<file path="config.mk">
export PLATFORM = sky130hd
export DESIGN_NAME = cond_unit
export DESIGN_NICKNAME = d
export VERILOG_FILES = /design/src/rtl/cond_unit.sv
export SDC_FILE = /design/constraint.sdc
export NUM_CORES = 1
export LEC_CHECK = 0
export BUFFER_PORTS_ARGS = -buffer_cell sky130_fd_sc_hd__buf_2
export CAP_MARGIN = 10
export CORE_UTILIZATION = 45
export CTS_CLUSTER_DIAMETER = 100
export DETAILED_ROUTE_END_ITERATION = 8
export PLACE_DENSITY = 0.7
export SETUP_SLACK_MARGIN = 0.3
export SLEW_MARGIN = 40
export SYNTH_ARGS = -nofsm -noshare
export SYNTH_HDL_FRONTEND = slang
export SYNTH_SLANG_ARGS = --single-unit
</file>
<file path="constraint.sdc">
create_clock -name clk -period 4.65 [get_ports clk]
set_input_delay 0.465 -clock clk [delete_from_list [all_inputs] [get_ports clk]]
set_output_delay 0.465 -clock clk [all_outputs]
set_load 0.02 [all_outputs]
</file>
<file path="src/rtl/cond_unit.sv">
// Conditional-execution unit: evaluates ARM condition codes against the held flags,
// gates write/branch enables, updates NZCV and keeps saturating executed/squashed counts.
module cond_unit #(
    parameter int unsigned CNT_WIDTH = 16
) (
    input  logic                 clk,
    input  logic                 rst_n,
    input  logic                 valid_in,
    input  logic                 stall,
    input  logic [3:0]           Cond,
    input  logic [3:0]           ALUFlags,
    input  logic [1:0]           FlagW,
    input  logic                 PCS,
    input  logic                 RegW,
    input  logic                 MemW,
    input  logic                 NoWrite,
    input  logic                 clr_cnt,
    output logic                 PCSrc,
    output logic                 RegWrite,
    output logic                 MemWrite,
    output logic                 CondEx,
    output logic [3:0]           Flags,
    output logic [CNT_WIDTH-1:0] execCount,
    output logic [CNT_WIDTH-1:0] squashCount
);

    localparam logic [CNT_WIDTH-1:0] CntMax = '1;

    logic n_flag, z_flag, c_flag, v_flag;
    logic consumed, fire;

    assign {n_flag, z_flag, c_flag, v_flag} = Flags;

    // Condition uses only the registered flags: no bypass from the current ALU result.
    always_comb begin
        CondEx = 1'b0;
        unique case (Cond)
            4'b0000: CondEx = z_flag;
            4'b0001: CondEx = ~z_flag;
            4'b0010: CondEx = c_flag;
            4'b0011: CondEx = ~c_flag;
            4'b0100: CondEx = n_flag;
            4'b0101: CondEx = ~n_flag;
            4'b0110: CondEx = v_flag;
            4'b0111: CondEx = ~v_flag;
            4'b1000: CondEx = c_flag & ~z_flag;
            4'b1001: CondEx = ~c_flag | z_flag;
            4'b1010: CondEx = (n_flag == v_flag);
            4'b1011: CondEx = (n_flag != v_flag);
            4'b1100: CondEx = ~z_flag & (n_flag == v_flag);
            4'b1101: CondEx = z_flag | (n_flag != v_flag);
            4'b1110: CondEx = 1'b1;
            4'b1111: CondEx = 1'b0;
            default: CondEx = 1'b0;
        endcase
    end

    assign consumed = valid_in & ~stall;
    assign fire     = consumed & CondEx;

    assign PCSrc    = PCS & fire;
    assign RegWrite = RegW & ~NoWrite & fire;
    assign MemWrite = MemW & fire;

    always_ff @(posedge clk) begin
        if (!rst_n) begin
            Flags <= 4'b0000;
        end else if (fire) begin
            if (FlagW[1]) Flags[3:2] <= ALUFlags[3:2];
            if (FlagW[0]) Flags[1:0] <= ALUFlags[1:0];
        end
    end

    always_ff @(posedge clk) begin
        if (!rst_n || clr_cnt) begin
            execCount   <= '0;
            squashCount <= '0;
        end else if (consumed) begin
            if (CondEx) begin
                if (execCount != CntMax) execCount <= execCount + 1'b1;
            end else begin
                if (squashCount != CntMax) squashCount <= squashCount + 1'b1;
            end
        end
    end

endmodule

</file>
==> run metrics, run 1 <==
Routed WL per cell=13.9 µm; DIE WIDTH=68.8 µm; Cells after Synth=250; Critical Path End Type=primary output; Worst EP arrival=2.46 ns; power per cell area=267 nW/µm²; register area share after synthesis=0.359; H-tree levels=2; syn_area_per_cell=8.03 µm²; P_sw=0.000158 W; Crit Path Category=in -> out; Setup Skew=0.00510 ns; CTS tree=yes; vias=2132; share of power burned in registers=0.483; Final GP Congestion=0.761; Switching Share=0.245; pin count of the biggest net entering global routing=41; reg2reg path depth=7; Slew Limit Headroom=0.528; Final min period=2.92 ns; Fmax=342 MHz; Buffers on Ports=58; setup violators final=0; nets=324; worst-skew pair later-pin latency=0.28 ns; post-cts sizing count=0; fin crit share=0.628; Comb power frac=0.097; Worst Path Required=4.18 ns; RSZ-0062 raised after global routing=no; Clk network pwr share=0.421; post-synth net total=271; Antenna Cells=0; VDD IR max=139 µV; initial DRC count=97; r2r setup slk=2.18 ns; Synth top area share=0.359; I/O pin count=59; R2R Path End=squashCount[13]; status=completed; clock sink count=36; Core Area=4140 µm²; Post-CTS Hold Fix Bufs=0; CTS buffer count=5; # DRC=0; share of cells above drive strength 1=0.234; initial antenna violation count=0; vias in the first global route=1661; Area contributors post-synth=dfxtp_1 (36%), a21oi_1 (7.2%), o31ai_1 (6.0%); Post-DRT Antenna Nets=0; grt total ovfl=0; DP Area=2310 µm²; Slew @ Worst Pin=0.707 ns; area grow syn2layout=20.5%; crit path launch type=input port; Setup Fix Bufs, Post-CTS=0; hold path cells=3; Max clock buf depth=2; CTS clk-pin slew, worst paths=0.07 ns; Worst Hold End=Flags[1]; critical-path maximum fanout=40; row count=23; vias per cell=6.02; commonest non-fill, non-tap cells in the layout=buf_2 (58), dfxtp_1 (36), a21oi_1 (29); Global Route Usage Sum=0.211; Top FF cell, synth=dfxtp_1; Synth Cell Area=2010 µm²; Fillers=409; Die Area=4730 µm²; dpl hpwl=3.31 mm; YS warnings=0; cell taking the most area after synthesis=dfxtp_1; final hold violation count=0; EDFF count, synth=0; Die Ht=68.8 µm; first-pass GRT wire length=7.60 mm; First-pass DRT Iterations=4; Post-Layout Inst Area=2420 µm²; Detailed Route WL=4.90 mm; #FFs+latches synth=36; TNS Setup=0 ns; final slew viol count=0; ys async rst share=0; Clock Root Buffer=clkbuf_8; worst r2r src=Flags[2]; commonest non-fill, non-tap cell in the layout=buf_2; Min-Delay Path Class=in -> reg; initial core utilization=0.484; post-synth cell types=39; min-delay src=ALUFlags[1]; Max-Cap Viols=0; Leak=0.945 nW; Pint=0.000488 W
==> how the worst max path moves through the flow <==
| stage | start | end | cells after the start | slack, ns |
|---|---|---|---|---|
| after global routing | Flags[2] | MemWrite | 7 | 1.51 |
| after floorplan | Cond[1] | RegWrite | 6 | 1.95 |
| final | Cond[1] | MemWrite | 8 | 1.73 |
| after global placement | Cond[1] | PCSrc | 8 | 1.75 |
| after detailed placement | Cond[1] | MemWrite | 8 | 1.72 |
| after CTS | Cond[1] | MemWrite | 8 | 1.72 |
==> final cells by class <==
cell class | count | area [µm²] | share of cell area
multi-input combinational | 197 | 1210 | 0.501
sequential | 36 | 721 | 0.298
timing repair buffer | 60 | 305 | 0.126
clock buffer | 6 | 72.6 | 0.0300
tap | 50 | 62.6 | 0.0259
clock inverter | 2 | 35.0 | 0.0145
inverter | 3 | 11.3 | 0.00466
==> cell families (layout without fill, tap and decap cells) <==
family | after synthesis | count (layout) | share of synthesized area
xor gates and xnor gates | 3 | 3 | 0.0131
muxes | 5 | 5 | 0.0312
adders and majority gates | 2 | 2 | 0.0125
buffers and inverters | 17 | 71 | 0.0374
AOI/OAI and AO/OA | 71 | 71 | 0.218
DFF | 36 | 36 | 0.359
and+or+nand+nor | 116 | 116 | 0.329
==> routing by layer <==
layer,part of all wire,track usage
met5,0,0
met4,0.0082,0.0612
met3,0.054,0.0345
met2,0.43,0.337
met1,0.51,0.293
==> critical path, stage by stage <==
cell and delay (ns):
buf_2 0.14, mux4_2 0.51, xor2_1 0.18, nor2_2 0.08, a21o_4 0.27, inv_2 0.42
and3_1 0.23, buf_2 0.15
==> through the flow <==
step           hold slack, ns  setup slack, ns   util  total power (W)  std cells
5_1_grt                 0.446             1.51  0.584         0.000669        354
2_1_floorplan           0.550             1.95      -         0.000363        250
4_1_cts                 0.427             1.72  0.584         0.000650        354
6_report                0.431             1.73  0.584         0.000646        354
3_3_place_gp            0.477             1.75  0.558         0.000380        346
3_5_place_dp            0.478             1.72  0.558         0.000381        346
==> power by group through the flow <==
| stage | logic [W] | clock network, W | registers, W |
|---|---|---|---|
| after global routing | 0.0000699 | 0.000287 | 0.000312 |
| after floorplan | 0.0000433 | 0 | 0.000320 |
| final | 0.0000625 | 0.000272 | 0.000312 |
| after global placement | 0.0000614 | 0 | 0.000319 |
| after CTS | 0.0000625 | 0.000276 | 0.000312 |
| after detailed placement | 0.0000622 | 0 | 0.000319 |
==> Yosys cell counts, types with 3 or more instances <==
master,number
dfxtp_1,36
o21ai_0,15
nand2_1,25
o31ai_1,16
nand3_1,21
buf_2,3
and3_1,11
or3_1,9
nand4_1,7
nor2_1,8
a21oi_1,29
clkbuf_1,9
nor2b_1,3
a2111oi_0,3
or4_1,16
and4_1,7
mux2i_1,4
==> state kept, by name, indices dropped and copies added (netlist names) <==
register     cells
Flags            4
execCount       16
squashCount     16
Power figures use the tool's default switching activity.
==> run 2, diff against run 1 <==
--- a/config.mk
+++ b/config.mk
@@ -5,12 +5,13 @@
 export SDC_FILE = /design/constraint.sdc
 export NUM_CORES = 1
 export LEC_CHECK = 0
+export ABC_AREA = 1
 export BUFFER_PORTS_ARGS = -buffer_cell sky130_fd_sc_hd__buf_2
 export CAP_MARGIN = 10
 export CORE_UTILIZATION = 45
 export CTS_CLUSTER_DIAMETER = 100
 export DETAILED_ROUTE_END_ITERATION = 8
-export PLACE_DENSITY = 0.7
+export PLACE_DENSITY = 0.68
 export SETUP_SLACK_MARGIN = 0.3
 export SLEW_MARGIN = 40
 export SYNTH_ARGS = -nofsm -noshare
==> constraint.sdc (replaced) <==
create_clock -name clk -period 2.75 [get_ports clk]
set_input_delay 0.275 -clock clk [delete_from_list [all_inputs] [get_ports clk]]
set_output_delay 0.275 -clock clk [all_outputs]
set_load 0.02 [all_outputs]
==> run 2 against run 1 <==
Combinational power up 130%. Die area up 16%. Global-route usage up 0.075 points. Flip-flop and latch count unchanged. Via count up 15%. Setup slack worse by 1.2 ns. Sequential power up 70%. Utilization down 1.7 points. Critical endpoint is now RegWrite. Largest cell class unchanged. Largest power group unchanged.
==> run metrics, run 2 <==
status=completed; Worst EP arrival=1.91 ns; Final min period=2.18 ns; fin crit share=0.794; YS warnings=0; Top FF cell, synth=dfxtp_1; r2r setup slk=0.62 ns; fin cells=469; #FFs+latches synth=36; power per cell area=373 nW/µm²; crit path launch type=register; first-pass GRT wire length=9.21 mm; setup violators final=0; final slew viol count=0; Cells after Synth=346; Slew @ Worst Pin=0.624 ns; Setup Fix Bufs, Post-CTS=0; Core Area=4850 µm²; CP most frequent cell=nand2_1; Post-CTS Hold Fix Bufs=0; VDD IR max=256 µV; post-synth cell types=32; nets=423; Global Route Usage Sum=0.212; vias per cell=5.22; R2R Path End=squashCount[10]; Max-Cap Viols=0; WP buf/inv=2; Setup Skew=0.00589 ns; I/O pin count=59; RSZ-0062 raised after global routing=no; TNS Setup=0 ns; Routed WL per cell=12.2 µm; EDFF count, synth=0; Synth Cell Area=2340 µm²; vias=2448; Post-DRT Antenna Nets=0; CP cell instances=inv_2, nand2_1, nand2_1, o21ai_0, nand2_1, nand3_1, nand2_2, a21oi_4, nand2_1, nor3b_1, buf_2; Die Ht=74.1 µm; placed cell count=462; Crit Path Category=reg -> out; Critical path origin=Flags[3]; Worst Path Required=2.48 ns; Min-Delay Path Class=in -> reg; initial core utilization=0.483; critical-path maximum fanout=5; Max clock buf depth=2; most frequent cell after synthesis=nand2_1; cell taking the most area after synthesis=dfxtp_1; row count=25; clock sink count=36; worst r2r src=squashCount[0]; Buffers on Ports=58; reg2reg path depth=9; DIE WIDTH=74.1 µm; min-delay src=ALUFlags[3]; # DRC=0; share of cells above drive strength 1=0.204; Commonest cells post-synth=nand2_1 (88), nor2_1 (38), dfxtp_1 (36); syn_area_per_cell=6.77 µm²; Hold WS=0.216 ns; area grow syn2layout=17.4%; Detailed Route WL=5.71 mm; CTS clk-pin slew, worst paths=0.07 ns; slowest CP cell=dfxtp_1; Top Family by Delay on Critical Path=simple AND/OR/NAND/NOR gates; Antenna Cells=0; dpl hpwl=4.16 mm; CP endpoint=RegWrite; worst-skew pair later-pin latency=0.28 ns; grt total ovfl=0; vias in the first global route=2027; commonest non-fill, non-tap cells in the layout=nand2_1 (88), buf_2 (58), nor2_1 (37); commonest non-fill, non-tap cell in the layout=nand2_1; CTS tree=yes; Die Area=5490 µm²; pin count of the biggest net entering global routing=37; post-cts sizing count=0; First-pass DRT Iterations=4; biggest regs=execCount (16), squashCount (16), Flags (4); crit-path max cell delay=0.42 ns; CTS buffer count=5; Slew Limit Headroom=0.584; H-tree levels=2; final hold violation count=0; ys async rst share=0; Leak=1.20 nW; Synth top area share=0.308; initial antenna violation count=0; Area contributors post-synth=dfxtp_1 (31%), nand2_1 (14%), nand4_1 (8.6%); Critical Path End Type=primary output; post-synth net total=367; CP Depth=11; Final GP Congestion=0.846; initial DRC count=134; Fmax=458 MHz; register area share after synthesis=0.308; Clock Root Buffer=clkbuf_8
==> run 2: changes by cell type in the layout (fill, tap and decap cells not counted), moves of 5 or more <==
cell,previous run,this run
o21ai_0,15,3
or3_1,9,0
nor2_1,8,37
and4_1,7,0
xor2_1,1,20
o31ai_1,16,0
xnor2_1,2,7
and3_1,11,0
nand4_1,7,32
nand2_1,25,88
inv_1,2,30
nor3_1,0,10
or4_1,16,0
==> run 2: layout make-up <==
| class | count | area [µm²] |
|---|---|---|
| well taps | 67 | 83.8 |
| flip-flops and latches | 36 | 721 |
| repair buffers | 61 | 313 |
| inverters | 32 | 120 |
| clock buffers | 6 | 72.6 |
| clock inverters | 1 | 5.00 |
| multi-input cells | 266 | 1430 |
| fillers | 502 | 2100 |
==> run 2: logic make-up (layout without fill, tap and decap cells) <==
| logic type | count (synthesis) | count (layout) | share of synthesized area |
|---|---|---|---|
| AND/OR/NAND/NOR | 200 | 200 | 0.413 |
| buffers and inverters | 44 | 100 | 0.0807 |
| AO/OA/AOI/OAI | 37 | 37 | 0.0866 |
| flip-flops | 36 | 36 | 0.308 |
| XOR/XNOR | 27 | 27 | 0.101 |
| adder cells (fa/ha/maj) | 2 | 2 | 0.0107 |
==> run 2: metrics by stage <==
step	power (W)	area [µm²]	setup slack, ns	utilization
after floorplan	0.000641	2340	0.559	-
after global placement	0.000680	2670	0.775	0.551
after detailed placement	0.000682	2670	0.648	0.551
after CTS	0.00104	2750	0.556	0.567
after global routing	0.00108	2750	0.328	0.567
final	0.00103	2750	0.567	0.567
==> run 2: worst min-delay path by stage <==
stage / endpoint / cells past startpoint
2_1_floorplan: Flags[3] / 2
3_3_place_gp: execCount[15] / 2
3_5_place_dp: execCount[15] / 2
4_1_cts: Flags[3] / 3
5_1_grt: Flags[3] / 3
6_report: Flags[3] / 3
==> run 2: layer usage <==
metal | up-vias | GRT usage | wire length, µm
li1 | 1260 | - | -
met1 | 1116 | 0.295 | 2800
met2 | 66 | 0.339 | 2500
met3 | 6 | 0.0434 | 353
met4 | 0 | 0.0449 | 53
met5 | - | 0 | 0
==> run 2: where the power goes <==
part | total [W] | internal (W) | leakage [nW] | switching, W
Clock | 0.000357 | 0.000172 | 0.0410 | 0.000184
Combinational | 0.000141 | 0.0000429 | 0.866 | 0.0000977
Sequential | 0.000529 | 0.000525 | 0.290 | 0.00000450
==> run 2: worst min-delay path: stages <==
cell	delay [ns]
buf_2	0.08
nor2_1	0.03
nor2_1	0.08
==> run 3, diff against run 2 <==
==> constraint.sdc (replaced) <==
create_clock -name clk -period 2.3 [get_ports clk]
set_input_delay 0.23 -clock clk [delete_from_list [all_inputs] [get_ports clk]]
set_output_delay 0.23 -clock clk [all_outputs]
set_load 0.02 [all_outputs]
==> run 3 against run 2 <==
Setup slack got worse by 0.24 ns. Final area grew 11%. Routed wire length is 14% higher. Register-to-register slack worse by 0.23 ns. Utilization up 6.0 points.
==> run metrics, run 3 (synthesized netlist as in run 2, its figures left out) <==
TNS Setup=0 ns; metal1 wirelength=2.99 mm; DP Area=2700 µm²; Worst Path Required=2.07 ns; met2 WL=3.03 mm; Post-DRT Antenna Nets=0; Slew @ Worst Pin=0.651 ns; Die Area=5490 µm²; commonest non-fill, non-tap cell in the layout=nand2_1; first-pass GRT wire length=9.65 mm; Final GP Congestion=0.847; vias in the first global route=2136; final hold violation count=0; nets=439; Max clock buf depth=2; CTS tree=yes; Pwr Total=0.00131 W; Die Ht=74.1 µm; Antenna Cells=0; Leak=1.32 nW; pin count of the biggest net entering global routing=33; power per cell area=430 nW/µm²; fin cells=486; min-delay src=ALUFlags[0]; r2r setup slk=0.39 ns; Setup Skew=0.00746 ns; status=completed; Critical Path End Type=primary output; H-tree levels=2; Routed WL per cell=13.4 µm; setup slack at placement=0.222 ns; Clock Root Buffer=clkbuf_8; Crit Path Category=reg -> out; fin crit share=0.860; First-pass DRT Iterations=5; share of cells above drive strength 1=0.296; worst-skew pair later-pin latency=0.30 ns; fin worst setup slack=0.322 ns; Worst EP arrival=1.75 ns; clock sink count=36; RSZ-0062 raised after global routing=yes; Fmax=506 MHz; CTS buffer count=5; Slew Limit Headroom=0.563; final slew viol count=0; initial core utilization=0.483; Global Route Usage Sum=0.227; # DRC=0; setup violators final=0; worst r2r src=squashCount[0]; Min-Delay Path Class=in -> reg; VDD IR max=273 µV; commonest non-fill, non-tap cells in the layout=nand2_1 (82), buf_2 (55), nor2_1 (34); Max-Cap Viols=0; grt total ovfl=0; CTS clk-pin slew, worst paths=0.06 ns; dpl hpwl=4.23 mm; placed cell count=464; biggest regs=execCount (16), squashCount (16), Flags (4); vias per cell=5.40; initial DRC count=177; Core Area=4850 µm²; area grow syn2layout=29.8%; Critical path origin=Flags[2]; vias=2624; I/O pin count=59; initial antenna violation count=0; row count=25; DIE WIDTH=74.1 µm; Fillers=454; critical-path maximum fanout=5; Detailed Route WL=6.53 mm; Final min period=1.98 ns; Buffers on Ports=58; metal3 WL=448 µm; DR top layer=met4; crit path launch type=register; Post-Layout Inst Area=3040 µm²
==> run 3: per-stage QoR <==
| stage | util | hold slack [ns] |
|---|---|---|
| 2_1_floorplan | - | 0.350 |
| 3_3_place_gp | 0.558 | 0.474 |
| 3_5_place_dp | 0.558 | 0.476 |
| 4_1_cts | 0.590 | 0.171 |
| 5_1_grt | 0.627 | 0.181 |
| 6_report | 0.627 | 0.173 |
==> run 3: critical path, cell delays in order, from the launching register on <==
cell     delay (ns)
dfxtp_2        0.35
nor3_2         0.20
nand2_1        0.07
nand2_1        0.06
nand2_1        0.06
nand3_2        0.07
nand2_2        0.07
a21oi_4        0.14
nand2_2        0.09
nor3b_2        0.17
buf_4          0.16
==> run 3: repair_timing <==
action,in CTS,in global routing
pin swaps,9,17
setup buffers,2,9
setup endpoints to repair,19,35
gates resized for setup,14,31
hold buffers,0,0
gates cloned,1,2
==> run 3: worst paths after layout <==
check	endpoint	cells past startpoint
setup / recovery	RegWrite	10
hold / removal	Flags[0]	3
setup reg to reg	squashCount[6]	9
hold reg to reg	squashCount[10]	2
==> run 3: power breakdown <==
group          internal (W)  switching [W]
clock              0.000244       0.000228
combinational     0.0000691       0.000134
sequential         0.000625     0.00000680
==> run 3: per-layer routing <==
metal,GRT usage,up-vias
li1,-,1302
met5,0,-
met3,0.0420,7
met2,0.356,114
met4,0.0791,0
met1,0.312,1201
==> run 3: area by class of cell <==
type | instances | area [µm²] | share of cell area
multi-input cells | 269 | 1560 | 0.514
flip-flops and latches | 36 | 741 | 0.244
repair buffers | 74 | 438 | 0.144
inverters | 32 | 125 | 0.0412
clock buffers | 8 | 90.1 | 0.0297
well taps | 67 | 83.8 | 0.0276
